<file path="config.mk">
export PLATFORM = sky130hd
export DESIGN_NAME = daq_sync_fifo
export DESIGN_NICKNAME = d
export VERILOG_FILES = /design/src/rtl/daq_sync_fifo.sv
export SDC_FILE = /design/constraint.sdc
export NUM_CORES = 1
export LEC_CHECK = 0
export BUFFER_PORTS_ARGS = -buffer_cell sky130_fd_sc_hd__clkbuf_2
export CORE_MARGIN = 4
export CORE_UTILIZATION = 40
export CTS_BUF_LIST = sky130_fd_sc_hd__clkbuf_16
export DETAILED_ROUTE_END_ITERATION = 10
export GPL_TIMING_DRIVEN = 0
export HOLD_SLACK_MARGIN = 0.08
export PLACE_DENSITY_LB_ADDON = 0.25
export SYNTH_ARGS = -nofsm -noshare
export SYNTH_HDL_FRONTEND = slang
export SYNTH_SLANG_ARGS = --single-unit
</file>
<file path="constraint.sdc">
create_clock -name clk -period 3.6 [get_ports clk]
set_input_delay 0.36 -clock clk [delete_from_list [all_inputs] [get_ports clk]]
set_output_delay 0.36 -clock clk [all_outputs]
set_load 0.01 [all_outputs]
</file>
<file path="src/rtl/daq_sync_fifo.sv">
`default_nettype none
// ============================================================================
// Module   : daq_sync_fifo
// Brief    : Single-clock DAQ FIFO, any depth, optional FWFT, level/flags.
// Revision : 1.0
// ============================================================================
module daq_sync_fifo #(
    parameter int DATA_WIDTH    = 32,
    parameter int DEPTH         = 16,
    parameter int FWFT          = 0,
    parameter int AFULL_THRESH  = DEPTH - 2,
    parameter int AEMPTY_THRESH = 2
) (
    input  logic                         clk,
    input  logic                         rst,
    input  logic                         wr_en,
    input  logic [DATA_WIDTH-1:0]        data_in,
    input  logic                         rd_en,
    output logic [DATA_WIDTH-1:0]        data_out,
    output logic                         full,
    output logic                         empty,
    output logic                         almost_full,
    output logic                         almost_empty,
    output logic [$clog2(DEPTH+1)-1:0]   level,
    output logic                         overflow,
    output logic                         underflow,
    input  logic                         clr_err
);

    localparam int LVL_W = $clog2(DEPTH + 1);
    localparam int PTR_W = (DEPTH > 1) ? $clog2(DEPTH) : 1;
    localparam logic [PTR_W-1:0] c_ptr_last  = PTR_W'(DEPTH - 1);
    localparam logic [LVL_W-1:0] c_level_max = LVL_W'(DEPTH);

    logic [DATA_WIDTH-1:0] r_mem [DEPTH];
    logic [PTR_W-1:0]      r_wr_ptr;
    logic [PTR_W-1:0]      r_rd_ptr;
    logic [LVL_W-1:0]      r_level;
    logic                  r_overflow;
    logic                  r_underflow;
    logic                  w_wr_acc;
    logic                  w_rd_acc;

    // Pointers wrap explicitly so non-power-of-two depths work.
    function automatic logic [PTR_W-1:0] f_ptr_inc(input logic [PTR_W-1:0] p);
        return (p == c_ptr_last) ? '0 : p + 1'b1;
    endfunction

    assign full         = (r_level == c_level_max);
    assign empty        = (r_level == '0);
    assign almost_full  = (32'(r_level) >= 32'(AFULL_THRESH));
    assign almost_empty = (32'(r_level) <= 32'(AEMPTY_THRESH));
    assign level        = r_level;
    assign overflow     = r_overflow;
    assign underflow    = r_underflow;

    assign w_wr_acc = wr_en && !full;
    assign w_rd_acc = rd_en && !empty;

    always_ff @(posedge clk) begin
        if (w_wr_acc) begin
            r_mem[r_wr_ptr] <= data_in;
        end
    end

    always_ff @(posedge clk or posedge rst) begin
        if (rst) begin
            r_wr_ptr    <= '0;
            r_rd_ptr    <= '0;
            r_level     <= '0;
            r_overflow  <= 1'b0;
            r_underflow <= 1'b0;
        end else begin
            if (w_wr_acc) begin
                r_wr_ptr <= f_ptr_inc(r_wr_ptr);
            end
            if (w_rd_acc) begin
                r_rd_ptr <= f_ptr_inc(r_rd_ptr);
            end
            case ({w_wr_acc, w_rd_acc})
                2'b10:   r_level <= r_level + 1'b1;
                2'b01:   r_level <= r_level - 1'b1;
                default: r_level <= r_level;
            endcase
            // A new error event wins over a simultaneous clear.
            if (wr_en && full) begin
                r_overflow <= 1'b1;
            end else if (clr_err) begin
                r_overflow <= 1'b0;
            end
            if (rd_en && empty) begin
                r_underflow <= 1'b1;
            end else if (clr_err) begin
                r_underflow <= 1'b0;
            end
        end
    end

    generate
        if (FWFT != 0) begin : g_fwft
            assign data_out = empty ? '0 : r_mem[r_rd_ptr];
        end else begin : g_std
            logic [DATA_WIDTH-1:0] r_data_out;
            always_ff @(posedge clk or posedge rst) begin
                if (rst) begin
                    r_data_out <= '0;
                end else if (w_rd_acc) begin
                    r_data_out <= r_mem[r_rd_ptr];
                end
            end
            assign data_out = r_data_out;
        end
    endgenerate

endmodule
`default_nettype wire

</file>
=== Yosys cells after proc, flatten, opt, wreduce, memory -nomap -nowiden ===
Memory sizes are Yosys's and may differ from the RTL's. A register that Yosys moved wholly into a read port is not among the register bits.
Index checks and enable logic that the tools add are counted.

* Add/sub/neg operators: 4
* Multiply operators: 0
* Div/mod/pow operators: 0
* Order comparisons: 2
* Equal/unequal tests: 5
* Shifts and indexed selects: 0
* Muxes and demuxes: 8
* Bitwise logic cells: 0
* Reduce and logical (&&, ||, !) cells: 10

{| class="wikitable"
|+ Operator list
! operator !! number
|-
| $pmux 5 s2 || 1
|-
| $add 4x1->4 const B || 2
|-
| $eq 4x4->1 const B || 2
|-
| $mux 4 || 2
|-
| $reduce_bool 2->1 || 3
|-
| $add 5x1->5 const B || 1
|-
| $eq 5x5->1 const B || 1
|-
| $ge 5x4->1 const B || 1
|-
| $le 5x2->1 const B || 1
|-
| $logic_not 5->1 || 1
|-
| $mux 1 || 5
|-
| $sub 5x1->5 const B || 1
|-
| $logic_and 1x1->1 || 4
|-
| $eq 2x1->1 const B || 1
|-
| $eq 2x2->1 const B || 1
|-
| $logic_not 1->1 || 2
|}

* Register bits after elaboration: 15
* Latch bits: 0
* Memory bits (writable): 512
* Bits in read-only memories: 0
* Bits of input ports: 37
* Output and inout port bits: 43
* Logic and storage cells: 35
* Memories kept: 1

{| class="wikitable"
|+ Memories
! name !! depth !! width !! rd ports !! clocked after memory_dff !! wr ports !! line !! RTL
|-
| r_mem || 16 || 32 || 1 || 1 || 1 || 35 || <nowiki>logic [DATA_WIDTH-1:0] r_mem [DEPTH];</nowiki>
|}

=== Depth between registers and ports, before layout ===
* Word-level depth: 5
* Depth in mapped cells: 13
* Mapped depth without buffers: 10

=== Worst setup path after synthesis ===
Ideal clock, no wire load.

* Kind: reg2reg
* Start point: register r_level[1], in the netlist level[1]
* End point: memory r_mem[0][0], enable pin
* Library setup time: 0.461 ns
* Arrival time: 3.348 ns
* Required time: 3.139 ns
* Path slack: -0.209 ns
* Stages on the path, launching flop included: 7
* Buffers on the path: 2
* Period minus slack after synthesis: 3.809 ns
* Cells stage by stage: dfrtp_1 > buf_2 > nor4_4 > a21boi_1 > buf_2 > nand2_1 > nor3_1

* Word-level cells in the longest chain between the ends: 5

{| class="wikitable"
|+ Ends and longest elaborated chain
! what !! line !! RTL
|-
| start, declared || 38 || <nowiki>logic [LVL_W-1:0] r_level;</nowiki>
|-
| start signal, assigned || 81 || <nowiki>2'b10: r_level <= r_level + 1'b1;</nowiki>
|-
| start signal, assigned || 82 || <nowiki>2'b01: r_level <= r_level - 1'b1;</nowiki>
|-
| start signal, assigned || 83 || <nowiki>default: r_level <= r_level;</nowiki>
|-
| $eq 5x5->1 || 49 || <nowiki>assign full = (r_level == c_level_max);</nowiki>
|-
| $logic_not 1->1 || 57 || <nowiki>assign w_wr_acc = wr_en && !full;</nowiki>
|-
| $logic_and 1x1->1 || 57 ||
|-
| $mux 1 || 61 || <nowiki>if (w_wr_acc) begin</nowiki>
|-
| $mux 1 (not written as such) || 62 || <nowiki>r_mem[r_wr_ptr] <= data_in;</nowiki>
|-
| end, declared || 35 ||
|}

No other way between the ends.

=== Worst setup path in the final report ===
* Start point: register r_level[1], in the netlist level[1]
* End point: register r_level[4], in the netlist level[4]

* Word-level cells in the longest chain between the ends: 5
* Elaborated cells between the ends (all ways): 12
* Those cells by class: add/sub (2); eq/ne (3); mux (1); reduce/logical (6)

{| class="wikitable"
|+ Ends and longest elaborated chain
! what !! line !! RTL
|-
| $logic_not 5->1 (*) || 50 || <nowiki>assign empty = (r_level == '0);</nowiki>
|-
| $logic_not 1->1 (*) || 58 || <nowiki>assign w_rd_acc = rd_en && !empty;</nowiki>
|-
| $logic_and 1x1->1 (*) || 58 ||
|-
| via w_rd_acc || 42 || <nowiki>logic w_rd_acc;</nowiki>
|-
| $eq 2x1->1 or $eq 2x2->1 (tied branches) || 80 || <nowiki>case ({w_wr_acc, w_rd_acc})</nowiki>
|-
| $pmux 5 s2 or $reduce_bool 2->1 (tied branches) || - ||
|}

Mark *: on every way through the listed nets, which the timed path passes. The rest lies on a longest branch.
A chain may end at the register's enable or synchronous reset.

==> impl_metrics.yaml <==
run_status:
  outcome: "complete, no violations"
timing:
  finClkSkew_ns: 0.0186
  slew_headroom_pct: 33.7
  fin_crit_sh_pct: 89.7
  rsz0062_at_grt: "no"
  finalMaxSlewViolations: 0
  setup_ws_ns: 0.371
  tightest_slew_ns: 0.995
  fin_crit_ns: 3.23
  finalSetupViolCount: 0
  tns_ns: 0
  fin_hold_ws_ns: 0.166
  finalHoldViolCount: 0
  max_freq_mhz: 310
floorplan:
  initial_core_util_pct: 40.7
  die_w_microns: 240
  fp.dieH_microns: 240
  die-area_sq_mm: 0.0577
  core_sq_mm: 0.0530
  pin_count: 80
  placementRows: 84
logic_synthesis:
  seq_area_frac_synth_pct: 76.7
  yosys.cell_types.count: 44
  syn_area_per_cell_sq_um: 18.3
  synth_edf_count: 512
  synth_fp_nets: 1222
  ys_seq_elements: 559
  yosys_most_used_dff: "edfxtp_1"
  syn_inst: 1176
  yosys_warnings: 0
  postSynth.asyncResetShare_pct: 8.41
  synth_area_sq_mm: 0.0216
power_and_ir_drop:
  power_mw: 19.3
  ir_worst_vdd_mv: 0.382
  powerDensity_mw_per_mm2: 762
  p_leak_nw: 8.81
global_routing:
  grt_use_total_pct: 17.3
  grt_pass1_vias: 11400
  grt_pass1_wl_mm: 74.2
  grt_antenna_before_repair: 0
  overflow: 0
  grt_start_max_net_pins: 26
cells_and_area:
  drive_gt1_share_pct: 19.9
  finish.instance_area_sq_mm: 0.0253
  fin_util_pct: 47.7
  insertedDiodeCount: 0
  final_cell_mix: "512 x edfxtp_1, 192 x mux2i_1, 80 x clkbuf_2, 66 x nor2_1, 64 x o22ai_1"
  layout_commonest_cell: "edfxtp_1"
  final_cells: 2073
  area_growth_pct: 17.2
  final_net_count: 1384
clock_tree:
  clock_latency_ns: 0.60
  clockBufferDepth: 3
  cts_made_buffers: 55
  cts_setup_buffers: 0
  cts_tree: "done"
  cts-root-buf: "clkbuf_16"
  clk_pin_slew_ns: 0.06
  clkSinkCount: 559
  ctsHtreeMaxLevel: 2
place:
  placement.cell_area_sq_mm: 0.0235
  place_ws_ns: 0.145
  dp_hpwl_mm: 32.8
  gp_congestion: 0.734
  dp_cells: 1964
  io_buffers: 79
route:
  met1_length_mm: 21.7
  drc: 0
  drtAntennaViolNets: 0
  wire_per_inst_microns: 24.0
  drtIter0Drc: 862
  vias_per_cell: 5.39
  vias: 11200
  dr.max_layer_used: "met4"
  first_pass_iters: 5
  route.met2.wl_mm: 24.6
  wirelength_mm: 49.7
  wl_met3_mm: 2.37
worst_setup_path:
  reg2reg_depth: 12
  critPathArrivalTime_ns: 3.70
  worst-setup-path-type: "reg -> reg"
  cp-end-kind: "flip-flop"
  worstPathRequired_ns: 4.07
  crit_fanout: 11
  crit_path_start_kind: "flip-flop"
run:
  maxCapViolCount: 0
hold_path:
  hp-class: "in -> reg"
  whs_path_depth: 1
[layout make-up]
class | instances | area [sq um]
fill | 4490 | 27700
sequential | 559 | 16600
multi-input combinational | 538 | 4690
clock buffer | 56 | 1400
timing repair buffer | 105 | 951
tap | 688 | 861
buffer | 72 | 438
clock inverter | 48 | 350
inverter | 7 | 26.3
[routing by layer]
metal	GRT usage, %	up-vias
met1	23.8	5770
met3	3.03	67
li1	-	5056
met5	0	-
met2	28.9	280
met4	4.42	0
[timing repair]
| item | in CTS | in global routing |
|---|---|---|
| gates resized for setup | 0 | 2 |
| hold buffers | 5 | 0 |
| endpoints found under the hold margin | 26 | 0 |
| setup endpoints to repair | 0 | 1 |
[sequential cells by signal, indices dropped and copies added (netlist names)]
signal / cells
r_mem: 512
data_out: 32
level: 5
r_rd_ptr: 4
r_wr_ptr: 4
overflow: 1
underflow: 1
[cell usage after synthesis (all sizes together), types with 4 or more instances]
cell / count / share of area [%]
a221oi: 32 / 1.3
a31oi: 34 / 0.99
buf: 50 / 1.6
clkbuf: 22 / 0.38
dfrtp: 47 / 5.5
edfxtp: 512 / 71
ha: 9 / 0.52
inv: 7 / 0.12
mux2i: 192 / 8.9
mux4: 32 / 3.3
nand2: 9 / 0.16
nand3: 5 / 0.14
nor2: 78 / 1.4
nor3: 5 / 0.12
o21ai: 37 / 0.86
o22ai: 64 / 1.9
xnor2: 4 / 0.16
[where the power goes]
part | switching (mW) | internal, mW | total (mW)
Sequential | 0.296 | 7.86 | 8.16
Clock | 2.36 | 3.17 | 5.53
Combinational | 3.34 | 2.22 | 5.57
[logic make-up after synthesis]
logic type | Yosys count | synth area share [%]
muxes | 227 | 12.4
and+or+nand+nor | 112 | 2.31
AOI/OAI and AO/OA | 183 | 5.59
DFF | 559 | 76.7
buffers and inverters | 79 | 2.15
xor gates and xnor gates | 7 | 0.284
adders and majority gates | 9 | 0.522
[path summary, 6_finish.rpt]
| kind | start | to | slack (ns) |
|---|---|---|---|
| max reg2reg | level[1] | level[4] | 0.37 |
| min in group asynchronous | rst | level[2] | 0.42 |
| min | data_in[14] | r_mem[0][14] | 0.17 |
| min reg2reg | data_out[27] | data_out[27] | 0.55 |
| max in group asynchronous | rst | data_out[20] | 2.56 |
| max | level[1] | level[4] | 0.37 |
[critical path: stages, from the launching register on]
cell      delay, ns
dfrtp_1        0.33
buf_2          0.23
nor4_4         0.09
a21boi_2       0.48
clkbuf_2       0.42
ha_1           0.23
clkbuf_1       0.30
xor2_1         0.12
ha_1           0.23
o211a_1        0.22
o31ai_1        0.22
a31oi_1        0.09
xnor2_1        0.16
(Power assumes the default switching activity.)
